<file path="src/rtl/flappy_pkg.sv">
// Shared types and constants for the scrolling pipe column generator.
package flappy_pkg;

  typedef enum logic {
    SPACE = 1'b0,
    PIPE  = 1'b1
  } state_e;

  localparam logic [3:0] LFSR_SEED = 4'b0001;
  localparam int         ROWS      = 8;

endpackage

</file>
<file path="src/rtl/pipe_lfsr.sv">
// 4-bit maximal-length LFSR (x^4+x^3+1), free-running on every clk edge outside reset.
module pipe_lfsr
  import flappy_pkg::*;
(
  input  logic       clk,
  input  logic       reset,
  output logic [3:0] value_o
);

  logic [3:0] lfsr_q;
  logic [3:0] lfsr_d;

  always_comb begin
    lfsr_d = {lfsr_q[2:0], lfsr_q[3] ^ lfsr_q[2]};
  end

  always_ff @(posedge clk or posedge reset) begin
    if (reset) begin
      lfsr_q <= LFSR_SEED;
    end else begin
      lfsr_q <= lfsr_d;
    end
  end

  assign value_o = lfsr_q;

endmodule

</file>
<file path="src/rtl/pipe_column_gen.sv">
// Emits the next scrolling column: SPACING empty columns, then PIPE_WIDTH pipe columns
// with a pseudo-random gap; everything registered, frozen while lose is high.
module pipe_column_gen
  import flappy_pkg::*;
#(
  parameter int SPACING    = 3,
  parameter int PIPE_WIDTH = 2,
  parameter int GAP_HEIGHT = 3
) (
  input  logic       clk,
  input  logic       reset,
  input  logic       cycle,
  input  logic       lose,
  output logic [7:0] col_pattern,
  output logic       new_pipe
);

  localparam int MAX_TOP = ROWS - GAP_HEIGHT;

  state_e     state_q, state_d;
  logic [2:0] count_q, count_d;
  logic [2:0] gap_q, gap_d;
  logic [7:0] col_q, col_d;
  logic       np_q, np_d;

  logic [3:0] lfsr;
  logic [2:0] gap_new;
  logic       lfsr_unused;

  pipe_lfsr u_lfsr (
    .clk     (clk),
    .reset   (reset),
    .value_o (lfsr)
  );

  assign lfsr_unused = lfsr[3];

  function automatic logic [7:0] pipe_mask(input logic [2:0] gap);
    logic [7:0] m;
    m = 8'hFF;
    for (int r = 0; r < ROWS; r++) begin
      if (r >= int'(gap) && r < int'(gap) + GAP_HEIGHT) m[r] = 1'b0;
    end
    return m;
  endfunction

  // Out-of-range LFSR values fold back to the bottom so the gap never wraps.
  always_comb begin
    if (int'(lfsr[2:0]) <= MAX_TOP) gap_new = lfsr[2:0];
    else                            gap_new = lfsr[2:0] - 3'(MAX_TOP + 1);
  end

  always_comb begin
    state_d = state_q;
    count_d = count_q;
    gap_d   = gap_q;
    col_d   = col_q;
    np_d    = 1'b0;
    if (cycle && !lose) begin
      case (state_q)
        SPACE: begin
          if (count_q == 3'(SPACING - 1)) begin
            state_d = PIPE;
            count_d = 3'd0;
            gap_d   = gap_new;
            col_d   = pipe_mask(gap_new);
            np_d    = 1'b1;
          end else begin
            count_d = count_q + 3'd1;
            col_d   = 8'h00;
          end
        end
        PIPE: begin
          if (count_q == 3'(PIPE_WIDTH - 1)) begin
            state_d = SPACE;
            count_d = 3'd0;
            col_d   = 8'h00;
          end else begin
            count_d = count_q + 3'd1;
            col_d   = pipe_mask(gap_q);
          end
        end
        default: begin
          state_d = SPACE;
          count_d = 3'd0;
          col_d   = 8'h00;
        end
      endcase
    end
  end

  always_ff @(posedge clk or posedge reset) begin
    if (reset) begin
      state_q <= SPACE;
      count_q <= 3'd0;
      gap_q   <= 3'd0;
      col_q   <= 8'h00;
      np_q    <= 1'b0;
    end else begin
      state_q <= state_d;
      count_q <= count_d;
      gap_q   <= gap_d;
      col_q   <= col_d;
      np_q    <= np_d;
    end
  end

  assign col_pattern = col_q;
  assign new_pipe    = np_q;

endmodule

</file>
<file path="config.mk">
export PLATFORM = sky130hd
export DESIGN_NAME = pipe_column_gen
export DESIGN_NICKNAME = d
export VERILOG_FILES = /design/src/rtl/flappy_pkg.sv /design/src/rtl/pipe_lfsr.sv /design/src/rtl/pipe_column_gen.sv
export SDC_FILE = /design/constraint.sdc
export NUM_CORES = 1
export LEC_CHECK = 0
export CAP_MARGIN = 15
export CORE_MARGIN = 2
export CORE_UTILIZATION = 50
export CTS_BUF_LIST = sky130_fd_sc_hd__clkbuf_4 sky130_fd_sc_hd__clkbuf_8 sky130_fd_sc_hd__clkbuf_16
export DETAILED_ROUTE_END_ITERATION = 6
export GPL_TIMING_DRIVEN = 0
export PLACE_DENSITY = 0.82
export SETUP_SLACK_MARGIN = 0.15
export SLEW_MARGIN = 30
export SYNTH_ARGS = -nofsm -noshare
export SYNTH_HDL_FRONTEND = slang
export SYNTH_SLANG_ARGS = --single-unit
</file>
<file path="constraint.sdc">
create_clock -name clk -period 5 [get_ports clk]
set_clock_uncertainty 0.15 [all_clocks]
set_input_delay 1.25 -clock clk [delete_from_list [all_inputs] [get_ports clk]]
set_output_delay 1.25 -clock clk [all_outputs]
set_load 0.03 [all_outputs]
</file>
# ---- Word-level counts from Yosys, hierarchy flattened
# Cells that the tools add are included.
dict set report classes {
  add_sub_neg 4
  multipliers 0
  n_div 0
  magnitude_cmp 31
  n_eq_ne 2
  shifts 0
  mux 28
  n_bitwise 2
  reduce_logical 17
}
# cell count
set op_table {}
lappend op_table {{$lt A4 B32 Y1 const A} 6}
lappend op_table {{$lt A3 B32 Y1 const A} 4}
lappend op_table {{$lt A1 B32 Y1 const A} 2}
lappend op_table {{$lt A2 B32 Y1 const A} 2}
lappend op_table {{$mux W1} 20}
lappend op_table {{$ge A3 B3 Y1 const A} 6}
lappend op_table {{$mux W8} 2}
lappend op_table {{$pmux W8 S2} 1}
lappend op_table {{$logic_and A1 B1 Y1} 15}
lappend op_table {{$ge A1 B3 Y1 const A} 4}
lappend op_table {{$ge A2 B3 Y1 const A} 4}
lappend op_table {{$mux W3} 3}
lappend op_table {{$add A3 B2 Y4 const B} 2}
lappend op_table {{$lt A3 B4 Y1 const A} 2}
lappend op_table {{$pmux W3 S2} 1}
lappend op_table {{$add A3 B1 Y3 const B} 1}
lappend op_table {{$eq A3 B1 Y1 const B} 1}
lappend op_table {{$eq A3 B2 Y1 const B} 1}
lappend op_table {{$le A3 B3 Y1 const B} 1}
lappend op_table {{$reduce_and A3 Y1} 1}
lappend op_table {{$sub A3 B3 Y3 const B} 1}
lappend op_table {{$pmux W1 S2} 1}
lappend op_table {{$logic_not A1 Y1} 1}
lappend op_table {{$not A1 Y1} 1}
lappend op_table {{$xor A1 B1 Y1} 1}
dict set report word_totals {
  register_bits 20
  latchBits 0
  mem_bits_rw 0
  rom_bits 0
  input_bits 4
  output_inout_bits 9
  wordCells 90
  memories 0
}

# ---- Logic depth before layout (Yosys ltp)
dict set report depth {
  word_depth 8
  depth_mapped 8
  depth_no_buf 8
}

# ---- Modules after synthesis
# Synthesis repeated with hierarchy kept, for this count alone.
dict set report unflattened {
  cells_unflattened 140
  area_unflattened_um2 1268.7
}
# mod n_inst cells_each area_each_um2 seq_area_each_um2
set modules_own_cells {}
lappend modules_own_cells {pipe_column_gen 1 131 1132.3 400.4}
lappend modules_own_cells {pipe_lfsr 1 9 136.4 101.3}

# ---- Least setup slack after synthesis
# Ideal clock, no wire load.
dict set report synth_path {
  kind {in2reg}
  from {input port cycle}
  to {register col_q[6] (netlist: col_pattern[6])}
  setup_time_ps 90
  arrival_time_ps 2046
  required_time_ps 4760
  path_slack_ps 2714
  cell_stages 4
  path_buffers 1
  path_cell_list {nor2b_1 > clkbuf_1 > nand2_1 > o221ai_1}
}
dict set report synth_between {
  elab_chain_cells 1
}
# element line
set synth_lines {}
lappend synth_lines {{start, declared} pipe_column_gen.sv:12} ;# input logic cycle,
lappend synth_lines {{$logic_and A1 B1 Y1} pipe_column_gen.sv:59} ;# if (cycle && !lose) begin
lappend synth_lines {{end signal, assigned} pipe_column_gen.sv:103} ;# col_q <= col_d;
lappend synth_lines {{end, declared} pipe_column_gen.sv:23} ;# logic [7:0] col_q, col_d;
# No other way between the ends.
# A chain may end at the register's enable or synchronous reset.

# ---- Worst setup path in the final report
dict set report layout_path {
  from {register col_q[7] (netlist: col_pattern[7])}
  to {output port col_pattern[7]}
}
# element line
set layout_rtl {}
lappend layout_rtl {{end, declared} pipe_column_gen.sv:14} ;# output logic [7:0] col_pattern,
# No word-level cell between the ends.

==> results.txt <==
max cap viols -> 0
Async S/R FF share, synth -> 100%
Mapped Nets -> 147
# IOs -> 13
CP max-delay cell -> clkdlybuf4s50_1
die area -> 0.00293 mm^2
peak supply drop -> 0.227 mV
WP buf/inv -> 1
mapped cell area -> 0.00126 mm^2
pwr dens -> 395 mW/mm^2
Syn Inst Count -> 133
die height -> 54.1 um
DRT Pass-1 Iters -> 4
vias in the first global route -> 995
RSZ-0062 raised after global routing -> false
Placer Congestion -> 0.902
hold-critical path depth -> 1
first-pass GRT wire length -> 4140 um
synth warn -> 0
clock share of power -> 16.9%
endpoints failing setup -> 0
Final HPWL DP -> 1840 um
Finished Core Util -> 59.6%
post-cts gate resize count -> 0
family with the most delay on the worst path -> buffers and inverters
worst hold path class -> register to register
H-Tree Depth -> 1
Crit. End Element -> output pin
crit-path cells -> clkdlybuf4s50_1
crit-path max FO -> 2
static leakage -> 0.641 nW
TritonCTS Buffers -> 3
Flop pwr share -> 41.2%
Worst R2R Start -> u_lfsr.value_o[1]
CP Data Arrival Time -> 1.36 ns
R2R Path End -> col_pattern[1]
switching power -> 0.000225 W
Int Power -> 0.000347 W
Worst-path clk slew -> 0.13 ns
core area -> 0.00243 mm^2
Ant. Diodes -> 0
relative slew slack -> 47.7%
CTS tree -> done
final hold vios -> 0
Distinct cells, synth -> 39
Starting DRT DRC Count -> 45
largest net degree at the start of global routing -> 21
clk_lat worst skew -> 0.30 ns
worst stage delay on the critical path -> 0.68 ns
Synth Register Bits -> 20
Initial Utilization -> 51.6%
drt wl/cell -> 13.7 um
Row Count -> 18
synthesis-to-finish area growth -> 15.4%
initial antenna violation count -> 0
Vias -> 1038
final net count -> 164
Worst Hold End -> u_lfsr.value_o[0]
crit share post-route -> 55.2%
hold_ws -> 0.260 ns
status -> completed
Setup Fix Bufs, Post-CTS -> 0
# DRC -> 0
clock root buffer -> clkbuf_4
Reg2Reg Depth -> 8
Logic pwr share -> 42.0%
Sw Ratio -> 39.3%
prevailing post-synth register cell -> dfrtp_1
Syn Area/Cell -> 9.45 um^2
Vias/cell -> 5.80
Crit Path Category -> register to output pin
Sink Count -> 20
Worst R2R Setup Slack -> 2.48 ns
minimum clock period after layout -> 2.76 ns
Buffers on Ports -> 12
# hold bufs at CTS -> 0
CP Launch Type -> register
post-synthesis sequential area ratio -> 39.9%
clk buf depth -> 2
Overflow after GRT -> 0
fmax -> 362 MHz
GRT Util Overall -> 19.3%
DRT antenna net count -> 0
Worst Max-Slew Pin Slew -> 0.784 ns
layout cells sized above 1 -> 12.8%
critical hold path startpoint -> u_lfsr.value_o[3]
TNS Setup -> 0 ns
final wirelength -> 2450 um
die width -> 54.1 um
Slew Viols, Final -> 0
number of synthesized flops with an enable pin -> 0
CP required -> 3.60 ns
[area by class of cell]
cell class                      count  area [um^2]
Buffer                              5         27.5
Clock buffer                        4         36.3
Fill cell                         213          982
Inverter                           11         41.3
Multi-Input combinational cell     97          686
Sequential cell                    20          502
Tap cell                           30         37.5
Timing Repair Buffer               12          120
[logic make-up (layout without fill, tap and decap cells)]
group / Yosys count / count (layout) / synth area share (%)
AOI/OAI and AO/OA: 45 / 45 / 27.0
adders and majority gates: 10 / 10 / 9.96
buffers and inverters: 16 / 32 / 5.48
xor gates and xnor gates: 2 / 2 / 1.39
DFF: 20 / 20 / 39.9
muxes: 1 / 1 / 1.19
and+or+nand+nor: 39 / 39 / 15.0
[per-layer routing]
metal,up-vias,GRT usage [%],part of all wire (%)
met5,-,0,0
met4,0,6.25,1.6
met3,7,2.78,4.5
met2,38,34.1,50
met1,489,23.8,43
li1,504,-,-
[worst reg2reg max path, cell delays in order, from the launching register on]
cell and delay (ns):
dfrtp_1 0.49, inv_1 0.13, ha_1 0.27, mux2_4 0.29
a221oi_4 0.38, ha_1 0.32, nor2_1 0.18, nor3_1 0.08
o22ai_1 0.16
[stage by stage]
stage | area, um^2 | setup WS [ns] | std cells | total power (W)
final | 1450 | 2.24 | 179 | 0.000572
after CTS | 1450 | 2.24 | 179 | 0.000574
after detailed placement | 1410 | 1.94 | 175 | 0.000477
after global routing | 1450 | 2.15 | 179 | 0.000610
after floorplan | 1260 | 2.71 | 133 | 0.000398
after global placement | 1410 | 2.00 | 175 | 0.000467
[sequential cells by signal (all words and copies together) (netlist names)]
name            count
col_pattern         8
u_lfsr.value_o      4
count_q             3
gap_q               3
new_pipe            1
state_q             1
[synthesized netlist by cell type (all sizes together) (2+ instances only)]
cell     number  area (um^2)
nand2b        3         18.8
buf           2         16.3
nand2        13         48.8
ha           10          125
a2111oi       2         30.0
nor2b         3         18.8
o21ai        16         80.1
o221ai        2         17.5
nor3          4         20.0
and2          3         22.5
o31ai         3         22.5
dfrtp        19          475
clkbuf        3         11.3
nor2          9         33.8
a211o         2         17.5
a21oi         8         55.1
inv          11         41.3
a31oi         4         25.0
xor2          2         17.5
[worst max-delay path by stage]
stage	from	endpoint	cells after the start
floorplan	cycle	col_pattern[6]	4
global placement	cycle	col_pattern[6]	5
detailed placement	cycle	gap_q[2]	6
CTS	col_pattern[7]	col_pattern[7]	1
global route	cycle	gap_q[2]	6
finish	col_pattern[7]	col_pattern[7]	1
[power by group through the flow]
| stage | Clock (W) | Sequential, W | Combinational [W] |
|---|---|---|---|
| 2_1_floorplan | 0 | 0.000272 | 0.000125 |
| 3_3_place_gp | 0 | 0.000235 | 0.000232 |
| 3_5_place_dp | 0 | 0.000239 | 0.000238 |
| 4_1_cts | 0.0000988 | 0.000235 | 0.000240 |
| 5_1_grt | 0.000104 | 0.000240 | 0.000266 |
| 6_report | 0.0000966 | 0.000236 | 0.000240 |
[cells in the final DEF (no fill, tap or decap), drive strengths merged, types with 2 or more instances in the layout]
cell,count
a2111oi,2
a31oi,4
a21oi,8
and2,3
clkbuf,7
nand2,13
o221ai,2
nor3,4
dfrtp,19
nor2,9
ha,10
nor2b,3
inv,11
buf,2
a211o,2
clkdlybuf4s50,12
nand2b,3
o31ai,3
o21ai,16
xor2,2
Power figures use the tool's default switching activity.
